$ cat config.mk
export PLATFORM = sky130hd
export DESIGN_NAME = mult_seq_ctrl
export DESIGN_NICKNAME = d
export VERILOG_FILES = /design/src/rtl/mult_seq_ctrl.sv
export SDC_FILE = /design/constraint.sdc
export NUM_CORES = 1
export LEC_CHECK = 0
export CELL_PAD_IN_SITES_DETAIL_PLACEMENT = 0
export CELL_PAD_IN_SITES_GLOBAL_PLACEMENT = 1
export CORE_MARGIN = 4
export CORE_UTILIZATION = 47
export DETAILED_ROUTE_END_ITERATION = 7
export GPL_ROUTABILITY_DRIVEN = 0
export MAX_ROUTING_LAYER = met4
export PLACE_DENSITY_LB_ADDON = 0.1
export SLEW_MARGIN = 20
export SYNTH_ARGS = -nofsm -noshare
export SYNTH_HDL_FRONTEND = slang
export SYNTH_SLANG_ARGS = --single-unit
$ cat constraint.sdc
create_clock -name clk -period 9.1 [get_ports clk]
set_input_delay 1.365 -clock clk [delete_from_list [all_inputs] [get_ports clk]]
set_output_delay 1.365 -clock clk [all_outputs]
set_load 0.05 [all_outputs]
$ cat src/rtl/mult_seq_ctrl.sv
// Iterative 32-step shift-add multiplier controller for MULT/MULTU.
// Commits the full 2*WIDTH-bit product to hi/lo and stalls the pipeline while busy.
module mult_seq_ctrl #(
  parameter int unsigned WIDTH = 32,
  parameter int unsigned CNT_W = 6
) (
  input  logic             clk,
  input  logic             rst,
  input  logic             mult_valid,
  input  logic             mult_signed,
  input  logic [WIDTH-1:0] mult_op1,
  input  logic [WIDTH-1:0] mult_op2,
  input  logic             mult_cancel,
  output logic             mult_ready,
  output logic             busy,
  output logic             result_valid,
  output logic [WIDTH-1:0] hi,
  output logic [WIDTH-1:0] lo
);

  localparam int unsigned PW = 2 * WIDTH;
  localparam logic [CNT_W-1:0] LastCnt = CNT_W'(WIDTH - 1);

  typedef enum logic [1:0] {StIdle, StCalc, StDone} state_e;

  state_e           state_q, state_d;
  logic [CNT_W-1:0] cnt_q, cnt_d;
  logic [PW-1:0]    mcand_q, mcand_d;
  logic [WIDTH-1:0] mplier_q, mplier_d;
  logic [PW-1:0]    acc_q, acc_d;
  logic             neg_q, neg_d;
  logic [WIDTH-1:0] hi_q, hi_d;
  logic [WIDTH-1:0] lo_q, lo_d;

  logic [WIDTH-1:0] mag1, mag2;
  logic [PW-1:0]    acc_step;
  logic [PW-1:0]    prod;

  // Magnitudes as unsigned values, so the most negative operand stays representable.
  assign mag1 = (mult_signed && mult_op1[WIDTH-1]) ? (~mult_op1 + 1'b1) : mult_op1;
  assign mag2 = (mult_signed && mult_op2[WIDTH-1]) ? (~mult_op2 + 1'b1) : mult_op2;

  assign acc_step = acc_q + (mplier_q[0] ? mcand_q : '0);
  assign prod     = neg_q ? (~acc_step + 1'b1) : acc_step;

  always_comb begin
    state_d  = state_q;
    cnt_d    = cnt_q;
    mcand_d  = mcand_q;
    mplier_d = mplier_q;
    acc_d    = acc_q;
    neg_d    = neg_q;
    hi_d     = hi_q;
    lo_d     = lo_q;
    unique case (state_q)
      StIdle: begin
        if (mult_valid) begin
          state_d  = StCalc;
          mcand_d  = {{WIDTH{1'b0}}, mag1};
          mplier_d = mag2;
          neg_d    = mult_signed & (mult_op1[WIDTH-1] ^ mult_op2[WIDTH-1]);
          acc_d    = '0;
          cnt_d    = '0;
        end
      end
      StCalc: begin
        if (mult_cancel) begin
          state_d = StIdle;
        end else begin
          acc_d    = acc_step;
          mcand_d  = mcand_q << 1;
          mplier_d = mplier_q >> 1;
          cnt_d    = cnt_q + 1'b1;
          if (cnt_q == LastCnt) begin
            state_d = StDone;
            hi_d    = prod[PW-1:WIDTH];
            lo_d    = prod[WIDTH-1:0];
          end
        end
      end
      StDone: begin
        state_d = StIdle;
      end
      default: begin
        state_d = StIdle;
      end
    endcase
  end

  always_ff @(posedge clk) begin
    if (rst) begin
      state_q  <= StIdle;
      cnt_q    <= '0;
      mcand_q  <= '0;
      mplier_q <= '0;
      acc_q    <= '0;
      neg_q    <= 1'b0;
      hi_q     <= '0;
      lo_q     <= '0;
    end else begin
      state_q  <= state_d;
      cnt_q    <= cnt_d;
      mcand_q  <= mcand_d;
      mplier_q <= mplier_d;
      acc_q    <= acc_d;
      neg_q    <= neg_d;
      hi_q     <= hi_d;
      lo_q     <= lo_d;
    end
  end

  assign mult_ready   = (state_q == StIdle);
  assign busy         = (state_q != StIdle);
  assign result_valid = (state_q == StDone);
  assign hi           = hi_q;
  assign lo           = lo_q;

endmodule

==> results of run 1 <==
[routing by layer]
layer / track usage (%) / up-vias
li1: - / 8184
met1: 40.3 / 7740
met2: 39.7 / 675
met3: 6.19 / 86
met4: 6.85 / 0
met5: - / -
[final cells by class]
cell class | count | area (µm²) | area share [%]
clock inverter | 8 | 82.6 | 0.440
inverter | 30 | 113 | 0.601
multi-input combinational | 1812 | 11100 | 59.2
tap | 455 | 569 | 3.04
clock buffer | 38 | 736 | 3.92
antenna | 1 | 2.50 | 0.0133
sequential | 233 | 4670 | 24.9
timing repair buffer | 151 | 1470 | 7.85
[critical path, stage by stage (launching register included)]
cell,delay (ns)
dfxtp_1,0.30
buf_4,0.49
and2_1,0.22
ha_1,0.16
inv_1,0.05
fa_1,0.41
nand2b_1,0.22
a211oi_4,0.42
o31ai_2,0.18
xnor2_2,0.30
nand4_1,0.21
or4_1,0.54
nand4bb_1,0.37
or4_4,0.54
or3_1,0.54
or2_0,0.30
or4_1,0.47
a221oi_1,0.24
[worst min path at each step]
stage / from / to / slack (ns) / cells after the start
2_1_floorplan: mcand_q[63]$_SDFFE_PP0P_ / mcand_q[63]$_SDFFE_PP0P_ / 0.43 / 2
3_3_place_gp: hi[9]$_SDFFE_PP0P_ / hi[9]$_SDFFE_PP0P_ / 0.44 / 2
3_5_place_dp: hi[2]$_SDFFE_PP0P_ / hi[2]$_SDFFE_PP0P_ / 0.45 / 2
4_1_cts: acc_q[0]$_SDFFE_PP0P_ / acc_q[0]$_SDFFE_PP0P_ / 0.46 / 2
5_1_grt: mplier_q[1]$_SDFFE_PP0P_ / mplier_q[1]$_SDFFE_PP0P_ / 0.48 / 2
6_report: mcand_q[63]$_SDFFE_PP0P_ / mcand_q[63]$_SDFFE_PP0P_ / 0.45 / 2
[cells in the final DEF, fill, tap and decap left out, drive strengths merged, types with 8 or more instances in the layout]
cell type | Yosys | routed
a211oi | 100 | 100
a21boi | 8 | 8
a21o | 22 | 22
a21oi | 232 | 232
a22oi | 64 | 64
a311oi | 17 | 17
a31oi | 10 | 10
and2 | 85 | 85
and4 | 16 | 16
buf | 18 | 17
clkbuf | 145 | 38
clkdlybuf4s50 | 0 | 134
dfxtp | 233 | 233
ha | 67 | 67
inv | 30 | 30
nand2 | 178 | 178
nand2b | 19 | 19
nand3 | 52 | 52
nand4 | 47 | 47
nor2 | 335 | 335
nor3 | 40 | 40
nor4 | 17 | 17
o211ai | 13 | 13
o21a | 12 | 12
o21ai | 121 | 121
o21bai | 9 | 9
o31ai | 26 | 26
o41ai | 18 | 18
or2 | 17 | 17
or3 | 36 | 36
or4 | 11 | 11
xnor2 | 65 | 65
xor2 | 79 | 79
[power breakdown]
| part | internal [mW] | switching [mW] |
|---|---|---|
| sequential | 1.05 | 0.0242 |
| clock | 0.588 | 0.451 |
| combinational | 0.131 | 0.250 |
| total | 1.77 | 0.725 |
[state kept, by name (all words and copies together), names as in the netlist]
name and count:
hi 32, mcand_q 64, acc_q 64, neg_q 1, lo 32, state_q 2, mplier_q 32, cnt_q 6
[through the flow]
step | area [µm²] | total power [mW]
2_1_floorplan | 16500 | 1.34
6_report | 18800 | 2.49
5_1_grt | 18700 | 2.58
3_3_place_gp | 17900 | 1.46
4_1_cts | 18700 | 2.50
3_5_place_dp | 17900 | 1.47
[kinds of logic after synthesis]
| logic type | after synthesis | share of synthesized area [%] |
|---|---|---|
| buffers and inverters | 193 | 4.54 |
| adder cells (fa/ha/maj) | 68 | 5.21 |
| AO/OA/AOI/OAI | 709 | 28.1 |
| flip-flops | 233 | 28.3 |
| multiplexers | 7 | 0.433 |
| XOR/XNOR | 144 | 7.69 |
| AND/OR/NAND/NOR | 884 | 25.8 |
==> results.sh, run 1 <==
export IMPL_status="complete, no violations"
export IMPL_drv_cap=0
export IMPL_ys_flop_type="dfxtp_1"
export IMPL_worst_slew_pin_slew_ns=1.07
export IMPL_synth_top_cell_by_area="dfxtp_1"
export IMPL_synth_async_reset_ratio_pct=0
export IMPL_power_density_nw_per_um2=133
export IMPL_dp_cells=2681
export IMPL_post_dp_hpwl_mm=40.4
export IMPL_die_x_um=195
export IMPL_hold_viol_final=0
export IMPL_period_share_pct=66.3
export IMPL_route_vias_total=16700
export IMPL_globalRoute_totalOverflow=0
export IMPL_coreArea_um2=34500
export IMPL_leakage_nw=6.93
export IMPL_viasPerCell=6.12
export IMPL_synth_top_cell_area_share_pct=28.3
export IMPL_synth_distinct_cells=92
export IMPL_antenna_left=0
export IMPL_met3WireLength_mm=5.26
export IMPL_grt_max_degree=102
export IMPL_rrSetupSlack_ns=3.07
export IMPL_wl_met1_mm=25.5
export IMPL_yosysWarnings=0
export IMPL_ctsResizeCount=0
export IMPL_port_buffers=135
export IMPL_wire_per_inst_um=19.9
export IMPL_r2r_end="hi[23]$_SDFFE_PP0P_"
export IMPL_die_area_um2=38100
export IMPL_yosys_top_cells_area="dfxtp_1 (28%), nor2_1 (7.6%), a21oi_1 (7.0%), ha_1 (5.1%), a211oi_1 (4.5%)"
export IMPL_max_freq_mhz=166
export IMPL_synth_nets=2375
export IMPL_hold_ws_ns=0.454
export IMPL_met2_length_mm=22.3
export IMPL_ys_seq_area_share_pct=28.3
export IMPL_grt_pass1_vias=15200
export IMPL_start_util_pct=47.7
export IMPL_drive_gt1_share_pct=4.49
export IMPL_crit_required_ns=9.57
export IMPL_clk_insertion_delay_late_ns=0.57
export IMPL_cts_sinks=233
export IMPL_die_y_um=195
export IMPL_numCtsBuffers=26
export IMPL_firstDrtPassIters=7
export IMPL_synth_cells=2238
export IMPL_endpoint="hi[23]$_SDFFE_PP0P_"
export IMPL_fin_ws_ns=3.07
export IMPL_netlist_area_um2=16500
export IMPL_nNetsFinal=2391
export IMPL_root_buffer="clkbuf_16"
export IMPL_rsz0062_at_grt="no"
export IMPL_setup_tns_ns=0
export IMPL_cp_start_kind="register"
export IMPL_yosys_top_cells_count="nor2_1 (335), dfxtp_1 (233), a21oi_1 (231), nand2_1 (178), clkbuf_1 (145)"
export IMPL_wirelength_mm=54.4
export IMPL_pre_cts_slack_ns=3.18
export IMPL_postCtsSetupBuffers=0
export IMPL_min_path_type="register to register"
export IMPL_slew_headroom_pct=27.1
export IMPL_grt_total_usage_pct=27.9
export IMPL_io_pin_count=136
export IMPL_skew_ns=0.0195
export IMPL_top_layer="met4"
export IMPL_nFillCells=3457
export IMPL_drv_slew=0
export IMPL_worstPathArrival_ns=6.50
export IMPL_grt_pass1_wl_mm=85.0
export IMPL_finalNonFillerCells=2728
export IMPL_ir_drop_mv=0.126
export IMPL_r2r_start="mplier_q[0]$_SDFFE_PP0P_"
export IMPL_antenna_found_initial=0
export IMPL_critical_path_class="register to register"
export IMPL_htreeDepth=1
export IMPL_rows=68
export IMPL_synth_edf_count=0
export IMPL_cts_tree="done"
export IMPL_setup_viol=0
export IMPL_period_minus_slack_ns=6.03
export IMPL_drt_iter0_drc=1620
export IMPL_crit_fanout=65
export IMPL_critPathCaptureType="register"
export IMPL_crit_start="mplier_q[0]$_SDFFE_PP0P_"
export IMPL_clk_pin_slew_worst_paths_ns=0.06
export IMPL_syn_avg_cell_area_um2=7.37
export IMPL_yosys_register_bits=233
export IMPL_drc_errors=0
export IMPL_hold_buffers=0
export IMPL_cts_buffer_depth=3
export IMPL_yosysMostFrequentCell="nor2_1"
export IMPL_final_util_pct=54.3
export IMPL_syn_to_final_growth_pct=13.7
export IMPL_reg2regPathDepth=17
Note: power is estimated with default switching activity, not from simulation.
==> run 2, diff against run 1 <==
--- a/config.mk
+++ b/config.mk
@@ -8,7 +8,7 @@
 export CELL_PAD_IN_SITES_DETAIL_PLACEMENT = 0
 export CELL_PAD_IN_SITES_GLOBAL_PLACEMENT = 1
 export CORE_MARGIN = 4
-export CORE_UTILIZATION = 47
+export CORE_UTILIZATION = 40
 export DETAILED_ROUTE_END_ITERATION = 7
 export GPL_ROUTABILITY_DRIVEN = 0
 export MAX_ROUTING_LAYER = met4
==> constraint.sdc (replaced) <==
create_clock -name clk -period 4.9 [get_ports clk]
set_input_delay 0.735 -clock clk [delete_from_list [all_inputs] [get_ports clk]]
set_output_delay 0.735 -clock clk [all_outputs]
set_load 0.05 [all_outputs]
==> run 2 against run 1 <==
Global-route usage fell by 2.1 points. Worst hold slack lost 0.0040 ns. Via count rose by 3.9%. First-iteration DRC count rose by 2.7%. Maximum frequency up 25%. Total power grew 96%. Combinational power is 120% higher. Count of clock-buffer cells in the layout is 2 higher. Clock power grew 97%. Wire length rose by 6.8%. Critical path depth decreased by 2. Critical endpoint unchanged. Highest routed layer unchanged.
==> results.sh, run 2 (synthesis gave the netlist of run 1 again) <==
export IMPL_p_sw_mw=1.38
export IMPL_drt_iter0_drc=1664
export IMPL_setup_viol=0
export IMPL_status="complete, no violations"
export IMPL_coreArea_um2=40800
export IMPL_drv_cap=0
export IMPL_rrSetupSlack_ns=0.09
export IMPL_clk_insertion_delay_late_ns=0.57
export IMPL_power_density_nw_per_um2=235
export IMPL_setup_tns_ns=0
export IMPL_critPathCaptureType="register"
export IMPL_root_buffer="clkbuf_16"
export IMPL_r2r_start="mplier_q[0]$_SDFFE_PP0P_"
export IMPL_viasPerCell=5.78
export IMPL_power_mw=4.87
export IMPL_grt_pass1_vias=16300
export IMPL_cts_sinks=233
export IMPL_crit_path_cell_trace="buf_4 -> and2_1 -> ha_1 -> a21oi_1 -> o22ai_1 -> a22oi_2 -> nand3b_1 -> xor2_2 -> or4_4 -> or2_4 -> or4_4 -> or3_4 -> or2_0 -> or4_1 -> a221oi_2"
export IMPL_reg_largest_list="acc_q x64, mcand_q x64"
export IMPL_hold_viol_final=0
export IMPL_grt_total_usage_pct=25.8
export IMPL_nFillCells=4096
export IMPL_period_minus_slack_ns=4.81
export IMPL_p_int_mw=3.49
export IMPL_worstPathArrival_ns=5.30
export IMPL_grt_pass1_wl_mm=90.5
export IMPL_skew_ns=0.0307
export IMPL_syn_to_final_growth_pct=25.5
export IMPL_cts_tree="done"
export IMPL_firstDrtPassIters=5
export IMPL_final_common_cell="nor2_1"
export IMPL_clk_pin_slew_worst_paths_ns=0.06
export IMPL_numCtsBuffers=27
export IMPL_start_util_pct=40.4
export IMPL_mostFrequentLayoutCells="nor2_1 (331), dfxtp_1 (231), a21oi_1 (223)"
export IMPL_min_path_type="register to register"
export IMPL_cp_slowest_cell="or4_4"
export IMPL_post_dp_hpwl_mm=44.8
export IMPL_ir_drop_mv=0.250
export IMPL_swShare_pct=28.4
export IMPL_crit_fanout=8
export IMPL_htreeDepth=1
export IMPL_rows=74
export IMPL_nNetsFinal=2589
export IMPL_critical_path_class="register to register"
export IMPL_wire_per_inst_um=19.3
export IMPL_p_clk_share_pct=42.1
export IMPL_slew_headroom_pct=30.1
export IMPL_cp_start_kind="register"
export IMPL_globalRoute_totalOverflow=0
export IMPL_crit_start="mplier_q[0]$_SDFFE_PP0P_"
export IMPL_drv_slew=0
export IMPL_grt_max_degree=131
export IMPL_drive_gt1_share_pct=13.8
export IMPL_pwr_share_seq_pct=40.9
export IMPL_die_area_um2=44500
export IMPL_crit_required_ns=5.39
export IMPL_leakage_nw=8.02
export IMPL_max_freq_mhz=208
export IMPL_cts_buffer_depth=3
export IMPL_hp_start="mplier_q[1]$_SDFFE_PP0P_"
export IMPL_antenna_found_initial=0
export IMPL_drc_errors=0
export IMPL_wirelength_mm=58.1
export IMPL_hold_ws_ns=0.450
export IMPL_max_stage_delay_ns=0.56
export IMPL_combPwrFrac_pct=17.1
export IMPL_rsz0062_at_grt="yes"
export IMPL_die_y_um=211
export IMPL_io_pin_count=136
export IMPL_die_x_um=211
export IMPL_worst_slew_pin_slew_ns=1.05
export IMPL_period_share_pct=98.2
export IMPL_diodes=0
export IMPL_port_buffers=135
export IMPL_route_vias_total=17300
export IMPL_cpMostUsedCell="or4_4"
export IMPL_antenna_left=0
==> run 2: worst paths after layout <==
path                                            endpoint  depth (start not counted)
worst max-delay path                 hi[23]$_SDFFE_PP0P_                         15
worst min-delay path            mplier_q[1]$_SDFFE_PP0P_                          2
worst max register to register       hi[23]$_SDFFE_PP0P_                         15
worst min register to register  mplier_q[1]$_SDFFE_PP0P_                          2
==> run 2: per-stage QoR <==
step                      cells  instance area, µm²  utilization (%)  worst slack [ns]
after floorplan            2238               16500                -           -0.0220
after global routing       3002               20700             50.7           -0.0838
final                      3002               20700             50.7            0.0906
after detailed placement   2951               19500             47.8            -0.338
after global placement     2951               19500             47.8            -0.256
after CTS                  2998               20500             50.1            0.0213
==> run 2: worst max-delay path: cells and delay by family, from the launching register on <==
| kind | cells | cell delay, ns |
|---|---|---|
| AND/OR/NAND/NOR | 8 | 2.77 |
| AO/OA/AOI/OAI | 4 | 0.95 |
| XOR/XNOR | 1 | 0.20 |
| buffers and inverters | 1 | 0.16 |
| flip-flops | 1 | 0.34 |
| adder cells (fa/ha/maj) | 1 | 0.33 |
==> run 2: power by group through the flow <==
stage	Combinational (mW)	Clock [mW]	Sequential, mW
finish	0.831	2.05	1.99
global route	0.912	2.17	2.00
CTS	0.808	2.10	1.99
detailed placement	0.801	0	2.03
global placement	0.795	0	2.03
floorplan	0.488	0	2.01
==> run 2: repair_timing <==
action / 4_1_cts / 5_1_grt
buffers inserted: 0 / 4
pin swaps: 0 / 7
setup endpoints to repair: 18 / 21
hold buffers: 0 / 0
gates resized for setup: 7 / 49
==> run 2: final cells by class <==
class	instances	area [µm²]	area share, %
sequential	233	4670	22.5
clock inverter	7	93.8	0.453
timing repair buffer	348	3010	14.5
clock buffer	40	795	3.84
inverter	30	113	0.544
tap	532	666	3.22
multi-input combinational	1812	11400	54.9
==> run 2: per-layer routing <==
metal / up-vias / wire, µm / global-route usage (%)
li1: 8582 / - / -
met1: 8104 / 27900 / 37.4
met2: 574 / 24300 / 37.4
met3: 82 / 4500 / 4.50
met4: 0 / 1370 / 6.24
met5: - / 0 / -
==> run 3, diff against run 2 <==
--- a/config.mk
+++ b/config.mk
@@ -11,6 +11,7 @@
 export CORE_UTILIZATION = 40
 export DETAILED_ROUTE_END_ITERATION = 7
 export GPL_ROUTABILITY_DRIVEN = 0
+export GPL_TIMING_DRIVEN = 0
 export MAX_ROUTING_LAYER = met4
 export PLACE_DENSITY_LB_ADDON = 0.1
 export SLEW_MARGIN = 20
==> run 3 against run 2 <==
The flow now finishes with violations (negative setup slack). Worst hold slack better by 0.0022 ns. Non-clock buffer count down 16. Critical endpoint is now hi[17]$_SDFFE_PP0P_. Sequential power about the same. Highest routed layer unchanged. Critical path type unchanged.
==> results.sh, run 3 (synthesis gave the netlist of run 1 again) <==
export IMPL_start_util_pct=40.4
export IMPL_hold_buffers=0
export IMPL_grt_total_usage_pct=28.2
export IMPL_route_vias_total=17800
export IMPL_mostFrequentLayoutCells="nor2_1 (331), dfxtp_1 (232), a21oi_1 (213)"
export IMPL_drt_iter0_drc=1883
export IMPL_die_y_um=211
export IMPL_status="finished with violations"
export IMPL_syn_to_final_growth_pct=25.2
export IMPL_grt_pass1_vias=16800
export IMPL_viasPerCell=5.95
export IMPL_min_path_type="register to register"
export IMPL_wirelength_mm=64.1
export IMPL_crit_path_cell_trace="buf_8 -> clkbuf_16 -> and2_4 -> ha_4 -> inv_2 -> fa_2 -> nand2b_4 -> a211oi_4 -> buf_4 -> o31ai_4 -> xnor2_2 -> nand4_1 -> or4_4 -> nand4bb_4 -> or4_4 -> or3_4 -> buf_12 -> nor4_4 -> buf_4 -> mux2i_1 -> a21oi_1"
export IMPL_numCtsBuffers=28
export IMPL_multi_input_area_um2=11900
export IMPL_reg_largest_list="acc_q x64, mcand_q x64"
export IMPL_final_common_cell="nor2_1"
export IMPL_die_area_um2=44500
export IMPL_max_stage_delay_ns=0.60
export IMPL_coreArea_um2=40800
export IMPL_drive_gt1_share_pct=11.3
export IMPL_max_freq_mhz=193
export IMPL_antenna_found_initial=1
export IMPL_leakage_nw=7.61
export IMPL_post_dp_cell_area_um2=18600
export IMPL_worstPathArrival_ns=5.60
export IMPL_clk_pin_slew_worst_paths_ns=0.06
export IMPL_skew_ns=0.0306
export IMPL_setup_viol=17
export IMPL_worst_slew_pin_slew_ns=1.19
export IMPL_critical_path_class="register to register"
export IMPL_period_share_pct=105
export IMPL_port_buffers=135
export IMPL_grt_pass1_wl_mm=96.9
export IMPL_register_area_um2=4670
export IMPL_pre_cts_slack_ns=-1.25
export IMPL_power_density_nw_per_um2=245
export IMPL_nFillCells=4048
export IMPL_htreeDepth=1
export IMPL_hold_viol_final=0
export IMPL_grt_max_degree=15
export IMPL_antenna_left=0
export IMPL_critPathCaptureType="register"
export IMPL_fin_ws_ns=-0.269
export IMPL_violations="negative setup slack"
export IMPL_crit_required_ns=5.33
export IMPL_post_dp_hpwl_mm=49.8
export IMPL_cp_start_kind="register"
export IMPL_cts_buffer_depth=3
export IMPL_die_x_um=211
export IMPL_io_pin_count=136
export IMPL_nNetsFinal=2574
export IMPL_ir_drop_mv=0.244
export IMPL_crit_fanout=5
export IMPL_cp_slowest_cell="or4_4"
export IMPL_globalRoute_totalOverflow=0
export IMPL_drv_cap=0
export IMPL_rows=74
export IMPL_firstDrtPassIters=5
export IMPL_cts_sinks=233
export IMPL_slew_headroom_pct=20.9
export IMPL_period_minus_slack_ns=5.17
export IMPL_wire_per_inst_um=21.4
export IMPL_root_buffer="clkbuf_16"
export IMPL_cts_tree="done"
export IMPL_drc_errors=0
export IMPL_clk_insertion_delay_late_ns=0.58
export IMPL_postLayoutCellArea_um2=20600
export IMPL_rsz0062_at_grt="yes"
export IMPL_drv_slew=0
run 3: repair_timing:
action,CTS,global route
gates resized for setup,116,77
pin swaps,37,38
setup buffers,35,19
setup endpoints to repair,31,30
endpoints found under the hold margin,0,0
gates cloned,1,0
run 3: area by class of cell:
cell class                 count  share of cell area, %
clock buffer                  38                   3.72
timing repair buffer         191                   8.80
clock inverter                12                  0.679
antenna                        1                 0.0121
sequential                   233                   22.6
buffer                       141                   2.91
tap                          532                   3.22
inverter                      30                  0.545
multi-input combinational   1812                   57.5
run 3: per-stage QoR:
| step | hold WS (ns) | setup TNS (ns) | total power [mW] | instances | utilization, % |
|---|---|---|---|---|---|
| after CTS | 0.453 | -1.57 | 5.00 | 2976 | 49.6 |
| final | 0.452 | -2.14 | 5.05 | 2990 | 50.6 |
| after global routing | 0.474 | -4.57 | 5.23 | 2989 | 50.6 |
| after global placement | 0.438 | -20.70 | 2.82 | 2905 | 45.4 |
| after detailed placement | 0.445 | -19.62 | 2.82 | 2906 | 45.5 |
| after floorplan | 0.432 | -0.0220 | 2.50 | 2238 | - |
run 3: routing by layer:
layer	share of wire (%)	wire length, µm	vias up	track usage (%)
li1	-	-	8521	-
met1	45	28700	8485	38.2
met2	45	29100	688	44.6
met3	7.0	4500	110	3.70
met4	2.9	1860	0	7.42
met5	0	0	-	-
run 3: critical path: cells and delay by family, from the launching register on:
kind	cells	cell delay, ns
AND/OR/NAND/NOR	8	2.57
buffers and inverters	6	0.80
adder cells (fa/ha/maj)	2	0.50
AO/OA/AOI/OAI	3	0.48
flip-flops	1	0.34
multiplexers	1	0.18
XOR/XNOR	1	0.15
run 3: final timing paths:
kind / to / slack (ns) / start / cells after the start
worst max-delay path: hi[17]$_SDFFE_PP0P_ / -0.27 / mplier_q[0]$_SDFFE_PP0P_ / 21
worst min-delay path: hi[11]$_SDFFE_PP0P_ / 0.45 / hi[11]$_SDFFE_PP0P_ / 2
worst max register to register: hi[17]$_SDFFE_PP0P_ / -0.27 / mplier_q[0]$_SDFFE_PP0P_ / 21
worst min register to register: hi[11]$_SDFFE_PP0P_ / 0.45 / hi[11]$_SDFFE_PP0P_ / 2
run 3: where the power goes:
part	internal (mW)	switching [mW]
combinational	0.369	0.599
sequential	1.95	0.0377
clock	1.21	0.890
